`src/rtl/hexToSevenSeg.sv`:
```
// Nibble to seven-segment decoder, active-low segments, bit order {g,f,e,d,c,b,a}.
module hexToSevenSeg (
    input  logic [3:0] i_nibble,
    output logic [6:0] o_seg
);

    logic [6:0] lit;

    always_comb begin
        lit = 7'h00;
        case (i_nibble)
            4'h0: lit = 7'h3F;
            4'h1: lit = 7'h06;
            4'h2: lit = 7'h5B;
            4'h3: lit = 7'h4F;
            4'h4: lit = 7'h66;
            4'h5: lit = 7'h6D;
            4'h6: lit = 7'h7D;
            4'h7: lit = 7'h07;
            4'h8: lit = 7'h7F;
            4'h9: lit = 7'h6F;
            4'hA: lit = 7'h77;
            4'hB: lit = 7'h7C;
            4'hC: lit = 7'h39;
            4'hD: lit = 7'h5E;
            4'hE: lit = 7'h79;
            4'hF: lit = 7'h71;
            default: lit = 7'h00;
        endcase
    end

    assign o_seg = ~lit;

endmodule

```
`config.mk`:
```
export PLATFORM = sky130hd
export DESIGN_NAME = hexToSevenSeg
export DESIGN_NICKNAME = d
export VERILOG_FILES = /design/src/rtl/hexToSevenSeg.sv
export SDC_FILE = /design/constraint.sdc
export NUM_CORES = 1
export LEC_CHECK = 0
export ABC_AREA = 0
export ABC_CLOCK_PERIOD_IN_PS = 1610
export CAP_MARGIN = 40
export CORE_AREA = 2 2 39 41
export DETAILED_ROUTE_END_ITERATION = 8
export DIE_AREA = 0 0 41 43
export PLACE_DENSITY = 0.41
export SLEW_MARGIN = 20
export SYNTH_ARGS = -nofsm -noshare
export SYNTH_HDL_FRONTEND = slang
export SYNTH_SLANG_ARGS = --single-unit
```
`constraint.sdc`:
```
create_clock -name vclk -period 1.61
set_input_delay 0.322 -clock vclk [all_inputs]
set_output_delay 0.322 -clock vclk [all_outputs]
set_load 0.1 [all_outputs]
```
# Yosys cells after proc, flatten, opt, wreduce, memory -nomap -nowiden
# Memories as Yosys holds them, arrays and structs flattened.
# Cells that the tools add are included.
[op_classes] eq_ne=0 mul=0 n_addsub=0 reduce_logical=0 shifts=0 mux=0 n_lt_le_gt_ge=0 bitwise_logic=1 n_div=0
[ops] operator="$not A7 Y7" n=1
[word_totals] elab_cells=2 latchBits=0 rom_bits=112 reg_bits=0 n_memories=1 ramBits=0
[memory_table] memory="(no name shown)" depth=16 width=7 rd=1 rd_clocked_by_memory_dff=0 write_ports=0 line="11" rtl="case (i_nibble)"

# Logic depth before layout (Yosys ltp)
# Gate-level depths: netlist of the first run.
# An unclocked memory read counts as a cell.
[depth] depth_word=2 ltp_mapped=5 depth_no_buf=5

# Worst setup path after synthesis of the first run
# No wires, ideal clock.
[synth_timing] path_kind="in2out" start="input i_nibble[0]" end="output o_seg[4]" arrival_time_ns=2.993 n_path_buf=0 path_stages=4 path_slack_ns=-1.705 t_required_ns=1.288 cell_sequence="inv_1 ha_1 nor2b_1 o32ai_1"
[synth_between] elab_chain_cells=2
[synth_rtl] item="start, declared" line="3" rtl="input logic [3:0] i_nibble,"
[synth_rtl] item="$mem_v2 Z16 W7"
[synth_rtl] item="$not A7 Y7" line="32" rtl="assign o_seg = ~lit;"
[synth_rtl] item="end, declared" line="4" rtl="output logic [6:0] o_seg"
# No other way between the ends.

# Worst setup path in the final report of the first run
[layout_timing] start="input i_nibble[0]" end="output o_seg[3]"
# Same word-level chain as after synthesis.

==> results of run 1 <==
## placed cells by master (no fill, tap or decap), types with 2 or more instances in the layout
cell	n
nor2_1	2
nor2_2	2
buf_12	7
mux2i_1	2
buf_4	13
nand2_1	2
buf_6	5
ha_2	3
ha_4	3
inv_12	2
## per-stage QoR
stage | cells | hold slack (ns) | TNS (ns)
final | 72 | 1.16 | -0.485
after global routing | 72 | 1.18 | -0.714
after CTS | 71 | 1.22 | -0.693
after detailed placement | 69 | 1.55 | -3.70
after global placement | 69 | 1.53 | -3.69
after floorplan | 31 | 1.03 | -0.220
## worst max-delay path: cells and delay by family
family / cells / cell delay (ns)
adder cells (fa/ha/maj): 1 / 0.25
multiplexers: 1 / 0.48
buffers and inverters: 5 / 0.44
## cell families after synthesis
| kind of cell | share of synthesized area |
|---|---|
| AOI/OAI and AO/OA | 0.188 |
| adders and majority gates | 0.297 |
| buffers and inverters | 0.109 |
| muxes | 0.183 |
| and+or+nand+nor | 0.223 |
## how the worst max path moves through the flow
stage	from	to	slack [ns]	depth (start not counted)
floorplan	i_nibble[1]	o_seg[4]	-0.16	4
global placement	i_nibble[1]	o_seg[0]	-0.65	8
detailed placement	i_nibble[0]	o_seg[3]	-0.66	7
CTS	i_nibble[1]	o_seg[3]	-0.22	7
global route	i_nibble[0]	o_seg[3]	-0.22	7
finish	i_nibble[0]	o_seg[3]	-0.20	7
## repair_timing
item                                    4_1_cts  5_1_grt
pin swaps                                     3        5
endpoints found under the setup margin        7        7
gates resized for setup                      26        5
cloned                                        0        0
buffers inserted                              2        2
## metal layers
layer | vias up | routed length [um] | global-route usage
li1 | 161 | - | -
met1 | 140 | 255 | 0.150
met2 | 4 | 465 | 0.197
met3 | 0 | 16 | 0
met4 | 0 | 0 | 0
met5 | - | 0 | 0
## area by class of cell
cell class / instances / area (sq um) / share of cell area
well taps: 16 / 20.0 / 0.0282
repair buffers: 27 / 308 / 0.434
inverters: 3 / 36.3 / 0.0511
multi-input cells: 26 / 345 / 0.487
## cell usage after synthesis
cell type,instances,share of area
nor2_1,3,0.045
a32o_1,1,0.040
mux2i_1,2,0.079
nor2_2,1,0.025
o32ai_1,1,0.035
inv_1,3,0.045
ha_1,6,0.30
nand2b_1,1,0.025
buf_6,1,0.045
o21ai_1,1,0.020
a31oi_1,1,0.025
mux4_1,1,0.10
or3b_1,1,0.035
a22o_1,2,0.069
nand2_1,3,0.045
nor2b_1,2,0.049
buf_2,1,0.020
## where the power goes
group	switching [mW]	internal, mW	total, mW
combinational	0.190	0.140	0.331
sequential	0	0	0
clock	0	0	0
==> impl_metrics.ini, run 1 <==
[cells_and_area]
seq_cells = 0
layout-drive-gt1-share = 0.857
fin_area_sq_um = 709
area_growth_syn_to_layout_pct = 181
final_core_util = 0.513
nets = 68
diodes = 0
num-fill-cells = 123
regArea_sq_um = 0
nClkBuffers = 0

[timing]
slew_violations = 0
clock.fmax_mhz = 552
tightest_slew_ns = 0.245
hold_violations = 0
setup_viol = 5
rsz0062_at_grt = true
finalCritPeriodShare = 1.12
period_minus_slack_ns = 1.81
maxSlewHeadroom = 0.832
layout_setup_ws_ns = -0.200

[route]
avgViaCountPerCell = 4.24
drt_iter0_drc = 5
wl_per_cell_um = 10.2
dr.pass1.iters = 4
vias = 305
antenna_left = 0
routed_wl_um = 737
drc = 0

[die]
dieArea_sq_mm = 0.00176
core-area_sq_mm = 0.00138
initial_core_util = 0.183
dieHeight_um = 43
ioPinCount = 11
die_x_um = 41
fp-row-count = 14

[critical_path]
critPathMaxStageDelay_ns = 0.48
path_cells = buf_6 -> buf_6 -> inv_12 -> ha_4 -> inv_2 -> mux4_2 -> buf_12
critPathArrivalTime_ns = 1.49
cp_max_fo = 4
worstPathRequired_ns = 1.29
cp_common_cell = buf_6
end_kind = primary output
slowest_stage = mux4_2
cp-start-kind = input pin
path_class = input pin to primary output

[synthesis]
synth_area_per_cell_sq_um = 8.15
ys_seq_area_frac = 0
yosysUniqueCellTypes = 17
syn-cell-area_sq_um = 253
yosys_warnings = 0
synth_cells = 31
synth_fp_nets = 41

[power]
p_total_mw = 0.331
p_leak_nw = 0.313
ir_worst_vdd_mv = 0.249
power_density_mw_per_mm2 = 466

[placed_design]
gp_congestion = 0.755
portBuffers = 11
postPlaceCellArea_sq_um = 624
pre_cts_ws_ns = -0.658
hpwl_um = 652

[outcome]
outcome = finished with violations
violations = setup timing

[global_routing]
antenna_found_initial = 0
grt.total_usage = 0.110
grt.overflow.total = 0
grt_pass1_vias = 319
grt_pass1_wl_mm = 1.44
grt_max_degree = 6

[min_path]
hold_class = input pin to primary output
min_to = o_seg[6]
hp-start = i_nibble[1]
holdPathStages = 4

[cts]
ctsHoldBuffers = 0

[run]
drv_cap = 0
No activity file was read; power rests on OpenSTA's default activity.
==> run 2: changes to the inputs <==
GPL_TIMING_DRIVEN = 1   (was not set)
==> results of run 2 <==
No change in the layout: final DEF, timing and power equal those of run 1.
